### config.mk
export PLATFORM = sky130hd
export DESIGN_NAME = debounce_scheduler
export DESIGN_NICKNAME = d
export VERILOG_FILES = /design/src/rtl/debounce_scheduler_pkg.sv /design/src/rtl/debounce_scheduler_rr_arbiter.sv /design/src/rtl/debounce_scheduler.sv
export SDC_FILE = /design/constraint.sdc
export NUM_CORES = 1
export LEC_CHECK = 0
export ABC_CLOCK_PERIOD_IN_PS = 3500
export BUFFER_PORTS_ARGS = -buffer_cell sky130_fd_sc_hd__buf_2
export CAP_MARGIN = 10
export CORE_MARGIN = 8
export CORE_UTILIZATION = 40
export CTS_BUF_LIST = sky130_fd_sc_hd__clkbuf_8
export DETAILED_ROUTE_END_ITERATION = 8
export HOLD_SLACK_MARGIN = 0.02
export PLACE_DENSITY_LB_ADDON = 0.2
export SETUP_SLACK_MARGIN = 0.2
export SYNTH_ARGS = -nofsm -noshare
export SYNTH_HDL_FRONTEND = slang
export SYNTH_SLANG_ARGS = --single-unit
export TNS_END_PERCENT = 50
### constraint.sdc
create_clock -name clk -period 3.5 [get_ports clk]
set_clock_uncertainty 0.2 [all_clocks]
set_input_delay 0.7 -clock clk [delete_from_list [all_inputs] [get_ports clk]]
set_output_delay 0.7 -clock clk [all_outputs]
set_load 0.02 [all_outputs]
### src/rtl/debounce_scheduler_pkg.sv
// Shared definitions for the debounce scheduler.
// Holds the scheduler state encoding, the default sizing parameters and the
// single-bit level constants used when decoding active-low button levels.
package debounce_scheduler_pkg;

  localparam int unsigned NUM_BTN_DEF   = 4;
  localparam int unsigned CNT_W_DEF     = 20;
  localparam int unsigned COUNT_MAX_DEF = 500000;

  localparam logic BIT_ZERO = 1'b0;
  localparam logic BIT_ONE  = 1'b1;

  typedef enum logic [1:0] {
    IDLE   = 2'd0,
    SETTLE = 2'd1,
    COMMIT = 2'd2
  } sched_state_e;

endpackage

### src/rtl/debounce_scheduler_rr_arbiter.sv
// Combinational circular priority finder.
// Returns the first set bit of req searching upward from ptr and wrapping
// around at N-1.
//   req   : request vector, one bit per button
//   ptr   : search start position (always < N)
//   valid : at least one request is set
//   idx   : index of the chosen request (equals ptr when nothing is set)
module debounce_scheduler_rr_arbiter #(
  parameter int unsigned N     = 4,
  parameter int unsigned IDX_W = $clog2(N)
) (
  input  logic [N-1:0]     req,
  input  logic [IDX_W-1:0] ptr,
  output logic             valid,
  output logic [IDX_W-1:0] idx
);

  int               pos;
  logic [IDX_W-1:0] cand;

  // Walk the offsets from the farthest to the nearest so the candidate
  // closest to ptr is the last one written and therefore wins.
  always_comb begin
    valid = 1'b0;
    idx   = ptr;
    pos   = 0;
    cand  = '0;
    for (int off = int'(N) - 1; off >= 0; off--) begin
      pos  = (int'(ptr) + off) % int'(N);
      cand = IDX_W'(pos);
      if (req[cand]) begin
        valid = 1'b1;
        idx   = cand;
      end
    end
  end

endmodule

### src/rtl/debounce_scheduler.sv
// Debounce scheduler: one debounce counter shared by NUM_BTN buttons.
// Raw active-low buttons are double-flop synchronized. A round-robin FSM picks
// one button whose synchronized level differs from its debounced level and
// requires the new level to stay stable for COUNT_MAX cycles before committing
// it and emitting a one-cycle press (1->0) or release (0->1) pulse.
//   clk           : system clock, rising edge
//   rst           : synchronous reset, active low
//   btn_n         : raw buttons, active low, asynchronous
//   btn_stable_n  : debounced levels, active low
//   press_pulse   : one-cycle pulse on a committed 1->0 transition
//   release_pulse : one-cycle pulse on a committed 0->1 transition
//   busy          : scheduler is in SETTLE or COMMIT
//   sel_idx       : button being timed; holds its last value while idle
module debounce_scheduler
  import debounce_scheduler_pkg::*;
#(
  parameter int unsigned NUM_BTN   = NUM_BTN_DEF,
  parameter int unsigned CNT_W     = CNT_W_DEF,
  parameter int unsigned COUNT_MAX = COUNT_MAX_DEF,
  parameter int unsigned IDX_W     = $clog2(NUM_BTN)
) (
  input  logic               clk,
  input  logic               rst,
  input  logic [NUM_BTN-1:0] btn_n,
  output logic [NUM_BTN-1:0] btn_stable_n,
  output logic [NUM_BTN-1:0] press_pulse,
  output logic [NUM_BTN-1:0] release_pulse,
  output logic               busy,
  output logic [IDX_W-1:0]   sel_idx
);

  localparam logic [CNT_W-1:0] CNT_LAST = CNT_W'(COUNT_MAX - 1);
  localparam logic [IDX_W-1:0] IDX_LAST = IDX_W'(NUM_BTN - 1);

  sched_state_e       state, state_nx;
  logic [NUM_BTN-1:0] sync_a, sync_n;
  logic [NUM_BTN-1:0] mismatch;
  logic [NUM_BTN-1:0] stable_nx, press_nx, release_nx;
  logic [CNT_W-1:0]   counter, counter_nx;
  logic [IDX_W-1:0]   rr_ptr, rr_ptr_nx, sel_nx, ptr_after_sel;
  logic               arb_valid;
  logic [IDX_W-1:0]   arb_idx;

  assign mismatch      = sync_n ^ btn_stable_n;
  assign ptr_after_sel = (sel_idx == IDX_LAST) ? '0 : sel_idx + IDX_W'(1);

  debounce_scheduler_rr_arbiter #(
    .N     (NUM_BTN),
    .IDX_W (IDX_W)
  ) u_arb (
    .req   (mismatch),
    .ptr   (rr_ptr),
    .valid (arb_valid),
    .idx   (arb_idx)
  );

  always_comb begin
    state_nx   = state;
    counter_nx = counter;
    rr_ptr_nx  = rr_ptr;
    sel_nx     = sel_idx;
    stable_nx  = btn_stable_n;
    press_nx   = '0;
    release_nx = '0;
    case (state)
      IDLE: begin
        if (arb_valid) begin
          sel_nx     = arb_idx;
          counter_nx = '0;
          state_nx   = SETTLE;
        end
      end
      SETTLE: begin
        // A bounce back aborts; advancing rr_ptr keeps a chattering button
        // from monopolising the shared counter.
        if (!mismatch[sel_idx]) begin
          rr_ptr_nx = ptr_after_sel;
          state_nx  = IDLE;
        end else if (counter == CNT_LAST) begin
          state_nx = COMMIT;
        end else begin
          counter_nx = counter + CNT_W'(1);
        end
      end
      COMMIT: begin
        stable_nx[sel_idx] = sync_n[sel_idx];
        // Only pulse on a real level change, so a bounce landing exactly in
        // the commit cycle cannot produce a pulse without a transition.
        if (mismatch[sel_idx]) begin
          if (sync_n[sel_idx] == BIT_ZERO) press_nx[sel_idx] = BIT_ONE;
          else                             release_nx[sel_idx] = BIT_ONE;
        end
        rr_ptr_nx = ptr_after_sel;
        state_nx  = IDLE;
      end
      default: state_nx = IDLE;
    endcase
  end

  always_ff @(posedge clk) begin
    if (!rst) begin
      sync_a        <= '1;
      sync_n        <= '1;
      btn_stable_n  <= '1;
      press_pulse   <= '0;
      release_pulse <= '0;
      busy          <= 1'b0;
      counter       <= '0;
      rr_ptr        <= '0;
      sel_idx       <= '0;
      state         <= IDLE;
    end else begin
      sync_a        <= btn_n;
      sync_n        <= sync_a;
      btn_stable_n  <= stable_nx;
      press_pulse   <= press_nx;
      release_pulse <= release_nx;
      busy          <= (state_nx != IDLE);
      counter       <= counter_nx;
      rr_ptr        <= rr_ptr_nx;
      sel_idx       <= sel_nx;
      state         <= state_nx;
    end
  end

endmodule
==> out/metrics.cfg, run 1 <==
[cts]
ctsLongestPathBuffers = 2
cts.sink_count = 47
clockRootBuffer = sky130_fd_sc_hd__clkbuf_8
number_of_clock_buffers_inserted_by_tritoncts = 5
cts_resized = 0
postCtsSetupRepairBufs = 0
clkSlewWorstSetupHoldPaths_ns = 0.09
cts_max_level = 2
clk-insertion-delay-late_ns = 0.30
cts_tree = yes
hold_buffers_post_cts = 0

[grt]
grt_pass1_wl_um = 8010
grt.overflow.total = 0
track_usage_pct = 11.7
grt_max_degree = 29
initial_antenna_violation_count = 0
first_global_vias = 1690

[sta]
timing.max_slew.rel_slack_pct = 60.8
final-hold-violation-count = 0
final_worst_setup_slack_ns = 1.01
timing_worst_slew_pin_value_ns = 0.586
fmax_ghz = 0.402
rsz0062_at_grt = no
final.period_utilization_pct = 71.1
min_period_ns = 2.49
maxSlewViolCount = 0
setup-tns-final_ns = 0
setup_viol_count_final = 0

[yosys]
synthDistinctLibCells = 48
yosys-mux-area-fraction_pct = 3.40
yosysWarnings = 0
synth-simple-area-share_pct = 28.7
yosys_reg_bits = 47
synthXorXnorAreaFrac_pct = 3.46
synth-edff-count = 0
async_reset_ff_share_pct = 0
synth.net_count = 262
synthesis.area_um2 = 2210
synth-adder-area-share_pct = 2.83
synth_compound_area_share_pct = 14.8
syn_avg_cell_area_um2 = 8.80
synth_top_flop_cell = sky130_fd_sc_hd__dfxtp_1
main_combinational_cell_family_by_area_after_synthesis = simple AND/OR/NAND/NOR gates
postSynthCellCount = 251
synth_sequential_area_ratio_pct = 42.6

[placement]
gp_congestion = 0.813
placement.setup.worst_slack_ns = 1.02
hpwl_um = 3300
port_buffers = 20

[worst_hold_path]
hold_path.class = register to register

[power]
power.static_leakage_nw = 0.864
irDropWorstVdd_mv = 0.173
p_comb_share_pct = 11.5
pwr_density_cell_nw_per_um2 = 407
p_int_mw = 0.721
total_switching_power_mw = 0.273
power.share.clock_pct = 32.5
p_seq_share_pct = 56.0
swShare_pct = 27.4

[floorplanning]
core_region_area_um2 = 5410
floorplan.die_area_um2 = 8150
floorplan.initialDensity_pct = 40.9
std_cell_rows = 27
horizontal_die_dimension_um = 90.3
i_o_pin_count = 21
dieHeight_um = 90.3

[final_layout]
diodes = 0
finish.utilization_pct = 45.2
total_nets_final = 282
layout.cells.most_common = sky130_fd_sc_hd__dfxtp_1
most-common-layout-cells = sky130_fd_sc_hd__dfxtp_1 (47), sky130_fd_sc_hd__nor2_1 (21), sky130_fd_sc_hd__nand2_1 (21), sky130_fd_sc_hd__buf_2 (20), sky130_fd_sc_hd__nand3_1 (19)
flow.area_growth_from_synthesis_pct = 10.6
final_layout_size_suffix_gt1_share_pct = 14.8

[worst_setup_path]
crit_chain = xor2_1 > o41ai_4 > inv_2 > o21ai_4 > nor3b_2 > or2_1
endpoint_kind = register
cp_slowest_stage_delay_ns = 0.61
timing.setup.critical_path_class = register to register
crit_fanout = 28
startpoint_type = register
critical_path.slowest_cell = sky130_fd_sc_hd__o41ai_4
worst-endpoint-arrival_ns = 2.48
critical_path_required_ns = 3.49

[detailed_routing]
wirelength_um = 4610
viasPerCell = 5.31
drt_pre_antenna_iters = 4
drtAntennaViolNets = 0
via_count = 1821
drtIter0Drc = 98
routed_wire_length_per_instance_um = 13.4
drc = 0

[status]
status = completed

[flow_run]
drv.max_cap_violation_count = 0

-- metrics by stage --
| step | cell area (um^2) | hold WS (ns) | power (mW) | std cells |
|---|---|---|---|---|
| after global placement | 2360 | 0.189 | 0.684 | 336 |
| after global routing | 2440 | 0.239 | 1.04 | 343 |
| final | 2440 | 0.211 | 0.994 | 343 |
| after detailed placement | 2360 | 0.193 | 0.684 | 336 |
| after floorplan | 2210 | 0.186 | 0.663 | 251 |
| after CTS | 2440 | 0.215 | 1.01 | 343 |
-- critical path, delay by kind of cell (launching register included) --
kind	cells	cell delay, ns
compound gates	2	1.13
flops	1	0.36
simple gates	2	0.36
xor+xnor	1	0.22
buf+inv	1	0.11
-- path summary, 6_finish.rpt --
kind,startpoint,to,slack (ns),cells after the start
setup / recovery,btn_stable_n[0]$_SDFFE_PN1P_,busy$_SDFF_PN0_,1.01,6
hold / removal,sync_a[2]$_SDFF_PN1_,sync_n[2]$_SDFF_PN1_,0.21,1
setup reg to reg,btn_stable_n[0]$_SDFFE_PN1P_,busy$_SDFF_PN0_,1.01,6
hold reg to reg,sync_a[2]$_SDFF_PN1_,sync_n[2]$_SDFF_PN1_,0.21,1
-- flip-flops by register name, summed over array words and instances, names as in the netlist --
register and cells:
rr_ptr 2, counter 20, state 2, sync_n 4
sync_a 4, sel_idx 2, busy 1, btn_stable_n 4
press_pulse 4, release_pulse 4
-- cells by family (layout without fill, tap and decap cells) --
logic type      after synthesis  count (layout)
simple gates                117             117
mux                           5               5
xor+xnor                      7               7
compound gates               49              49
flops                        47              47
fa+ha+maj                     5               5
buf+inv                      21              41
-- cell usage after synthesis, types with 4 or more instances --
| master | count | area, um^2 |
|---|---|---|
| sky130_fd_sc_hd__nand2_1 | 21 | 78.8 |
| sky130_fd_sc_hd__ha_1 | 5 | 62.6 |
| sky130_fd_sc_hd__a21oi_1 | 15 | 75.1 |
| sky130_fd_sc_hd__nor4_1 | 5 | 31.3 |
| sky130_fd_sc_hd__o21ai_0 | 16 | 80.1 |
| sky130_fd_sc_hd__or3_1 | 11 | 68.8 |
| sky130_fd_sc_hd__or4_1 | 5 | 37.5 |
| sky130_fd_sc_hd__nand2b_1 | 11 | 68.8 |
| sky130_fd_sc_hd__nor2_1 | 21 | 78.8 |
| sky130_fd_sc_hd__nand4_1 | 5 | 31.3 |
| sky130_fd_sc_hd__dfxtp_1 | 47 | 941 |
| sky130_fd_sc_hd__nand3_1 | 19 | 95.1 |
| sky130_fd_sc_hd__inv_1 | 13 | 48.8 |
| sky130_fd_sc_hd__clkbuf_1 | 4 | 15.0 |
-- metal layers --
metal / up-vias / wire length (um) / global-route usage (%)
met5: - / 0 / 0
met1: 847 / 2460 / 15.3
met2: 33 / 1940 / 17.9
li1: 936 / - / -
met4: 0 / 62 / 4.16
met3: 5 / 148 / 3.24
-- power by group through the flow --
stage                     Combinational, mW  Clock [mW]  Sequential, mW
after floorplan                      0.0927           0           0.570
after global placement                0.114           0           0.569
after detailed placement              0.115           0           0.569
after CTS                             0.116       0.334           0.557
after global routing                  0.130       0.350           0.558
final                                 0.115       0.323           0.556
-- cell type report --
type | instances | area (um^2)
multi-input cells | 183 | 1180
repair buffers | 20 | 100
inverters | 14 | 52.6
clock inverters | 2 | 13.8
fillers | 554 | 2960
flip-flops and latches | 47 | 941
well taps | 72 | 90.1
clock buffers | 5 | 68.8
Note: power is estimated with default switching activity, not from simulation.
==> run 2: changes to the inputs <==
ABC_CLOCK_PERIOD_IN_PS = 2500   (was 3500)
clock period = 2.5 ns   (was 3.5 ns; I/O delays follow)
==> run 2 against run 1 <==
Compared with the run above:
- design area up 8.9%
- global-route usage up 0.85 points
- sequential share of layout area down 2.8 points
- core utilization up 4.0 points
- worst setup slack worse by 0.71 ns
- critical endpoint is now counter[18]$_SDFFE_PN0P_
- fmax up 13%
- sequential power up 40%
- total power up 48%
- critical path depth unchanged
- wire length up 11%
==> out/metrics.cfg, run 2 (synthesis gave the netlist of run 1 again) <==
[final_layout]
largest_register_by_flop_count = counter
total_nets_final = 296  ; +5.0%
postLayoutCellArea_um2 = 2660  ; +8.9%
final_layout_size_suffix_gt1_share_pct = 24.5  ; +9.7 points
finish.utilization_pct = 49.2  ; +4.0 points
flow.area_growth_from_synthesis_pct = 20.4
finalNonFillerCells = 358  ; +4.4%
most-common-layout-cells = sky130_fd_sc_hd__dfxtp_1 (39), sky130_fd_sc_hd__nor2_1 (21), sky130_fd_sc_hd__nand2_1 (21), sky130_fd_sc_hd__buf_2 (20), sky130_fd_sc_hd__nand3_1 (18)
layout.cells.most_common = sky130_fd_sc_hd__dfxtp_1
largest_reg_flops = 20  ; unchanged
diodes = 0  ; unchanged

[power]
total_power_mw = 1.47  ; +48%
pwr_density_cell_nw_per_um2 = 553  ; +36%
power.static_leakage_nw = 0.973  ; +13%
irDropWorstVdd_mv = 0.249  ; +44%

[worst_setup_path]
critical_path_required_ns = 2.53  ; -0.96 ns
endpoint_kind = register
worst-endpoint-arrival_ns = 2.23  ; -0.25 ns
startpoint_type = register
timing.setup.critical_path_class = register to register
crit_fanout = 5  ; -82%

[floorplanning]
floorplan.die_area_um2 = 8150  ; unchanged
core_region_area_um2 = 5410  ; unchanged
dieHeight_um = 90.3  ; unchanged
i_o_pin_count = 21  ; unchanged
std_cell_rows = 27  ; unchanged
horizontal_die_dimension_um = 90.3  ; unchanged
floorplan.initialDensity_pct = 40.9  ; unchanged

[grt]
first_global_vias = 1810  ; +7.1%
grt.overflow.total = 0  ; unchanged
grt_pass1_wl_um = 8580  ; +7.1%
track_usage_pct = 12.5  ; +0.85 points
grt_max_degree = 25  ; -14%
initial_antenna_violation_count = 0  ; unchanged

[detailed_routing]
wirelength_um = 5100  ; +11%
drtIter0Drc = 99  ; +1.0%
routed_wire_length_per_instance_um = 14.3  ; +6.1%
drc = 0  ; unchanged
via_count = 1954  ; +7.3%
drt_pre_antenna_iters = 4  ; unchanged
viasPerCell = 5.46  ; +2.8%
drtAntennaViolNets = 0  ; unchanged

[sta]
timing_worst_slew_pin_value_ns = 0.451  ; -0.135 ns
setup_viol_count_final = 0  ; unchanged
fmax_ghz = 0.453  ; +13%
rsz0062_at_grt = no
final.period_utilization_pct = 88.2  ; +17 points
timing.max_slew.rel_slack_pct = 69.1  ; +8.3 points
maxSlewViolCount = 0  ; unchanged
final-hold-violation-count = 0  ; unchanged
min_period_ns = 2.21  ; -0.285 ns
setup-tns-final_ns = 0  ; unchanged

[cts]
hold_buffers_post_cts = 0  ; unchanged
cts.sink_count = 47  ; unchanged
cts_tree = yes
number_of_clock_buffers_inserted_by_tritoncts = 5  ; unchanged
cts_max_level = 2  ; unchanged
ctsLongestPathBuffers = 2  ; unchanged
clkSlewWorstSetupHoldPaths_ns = 0.09  ; about the same
clk-insertion-delay-late_ns = 0.31  ; about the same
clockRootBuffer = sky130_fd_sc_hd__clkbuf_8

[placement]
dpl_cell_area_um2 = 2400  ; +1.9%
gp_congestion = 0.843  ; +3.8%
post-place-cells = 342  ; +1.8%
hpwl_um = 3510  ; +6.2%
port_buffers = 20  ; unchanged

[status]
status = completed

[worst_hold_path]
hold_path.class = input pin to register

[flow_run]
drv.max_cap_violation_count = 0  ; unchanged

==> run 2: cell types whose count changed in the layout (fill, tap and decap cells not counted), sizes merged <==
cell | previous run | this run
buf | 20 | 33
inv | 14 | 15
o21ai | 17 | 18
==> run 2: critical path, cell delays in order, from the launching register on <==
cell and delay, ns:
sky130_fd_sc_hd__dfxtp_1 0.42, sky130_fd_sc_hd__nand4_2 0.18, sky130_fd_sc_hd__nor3_4 0.24, sky130_fd_sc_hd__nand2_1 0.09, sky130_fd_sc_hd__or4_1 0.53, sky130_fd_sc_hd__or3_1 0.31, sky130_fd_sc_hd__a21oi_1 0.15
==> run 2: report_power, final <==
group	internal, mW	switching (mW)
logic	0.0933	0.131
clock network	0.197	0.270
registers	0.764	0.0145
==> run 2: timing repair <==
item	in CTS	in global routing
gates resized for setup	6	15
gates cloned	1	0
pin swaps	3	5
setup endpoints to repair	16	17
buffers inserted	1	6
==> run 2: metal layers <==
layer	up-vias	track usage [%]	share of wire (%)
met3	5	2.49	4.2
met2	41	19.9	47
met4	0	4.58	1.1
li1	971	-	-
met1	937	16.4	47
met5	-	0	0
==> run 2: cell type report <==
cell class	instances	area [um^2]
multi-input combinational	184	1260
timing repair buffer	33	214
inverter	14	52.6
fill	535	2750
sequential	47	951
clock buffer	5	68.8
tap	72	90.1
clock inverter	3	18.8
==> run 2: path summary, 6_finish.rpt <==
check,startpoint,end,slack (ns),cells after the start
worst min register to register,sync_a[1]$_SDFF_PN1_,sync_n[1]$_SDFF_PN1_,0.21,1
worst max register to register,counter[8]$_SDFFE_PN0P_,counter[18]$_SDFFE_PN0P_,0.29,6
worst min-delay path,btn_n[0],sync_a[0]$_SDFF_PN1_,0.17,2
worst max-delay path,counter[8]$_SDFFE_PN0P_,counter[18]$_SDFFE_PN0P_,0.29,6
==> run 2: stage by stage <==
step | hold WS [ns] | setup slack (ns)
after floorplan | 0.186 | 0.224
after global placement | 0.190 | 0.151
after detailed placement | 0.192 | 0.0833
after CTS | 0.167 | 0.206
after global routing | 0.166 | 0.202
final | 0.171 | 0.295
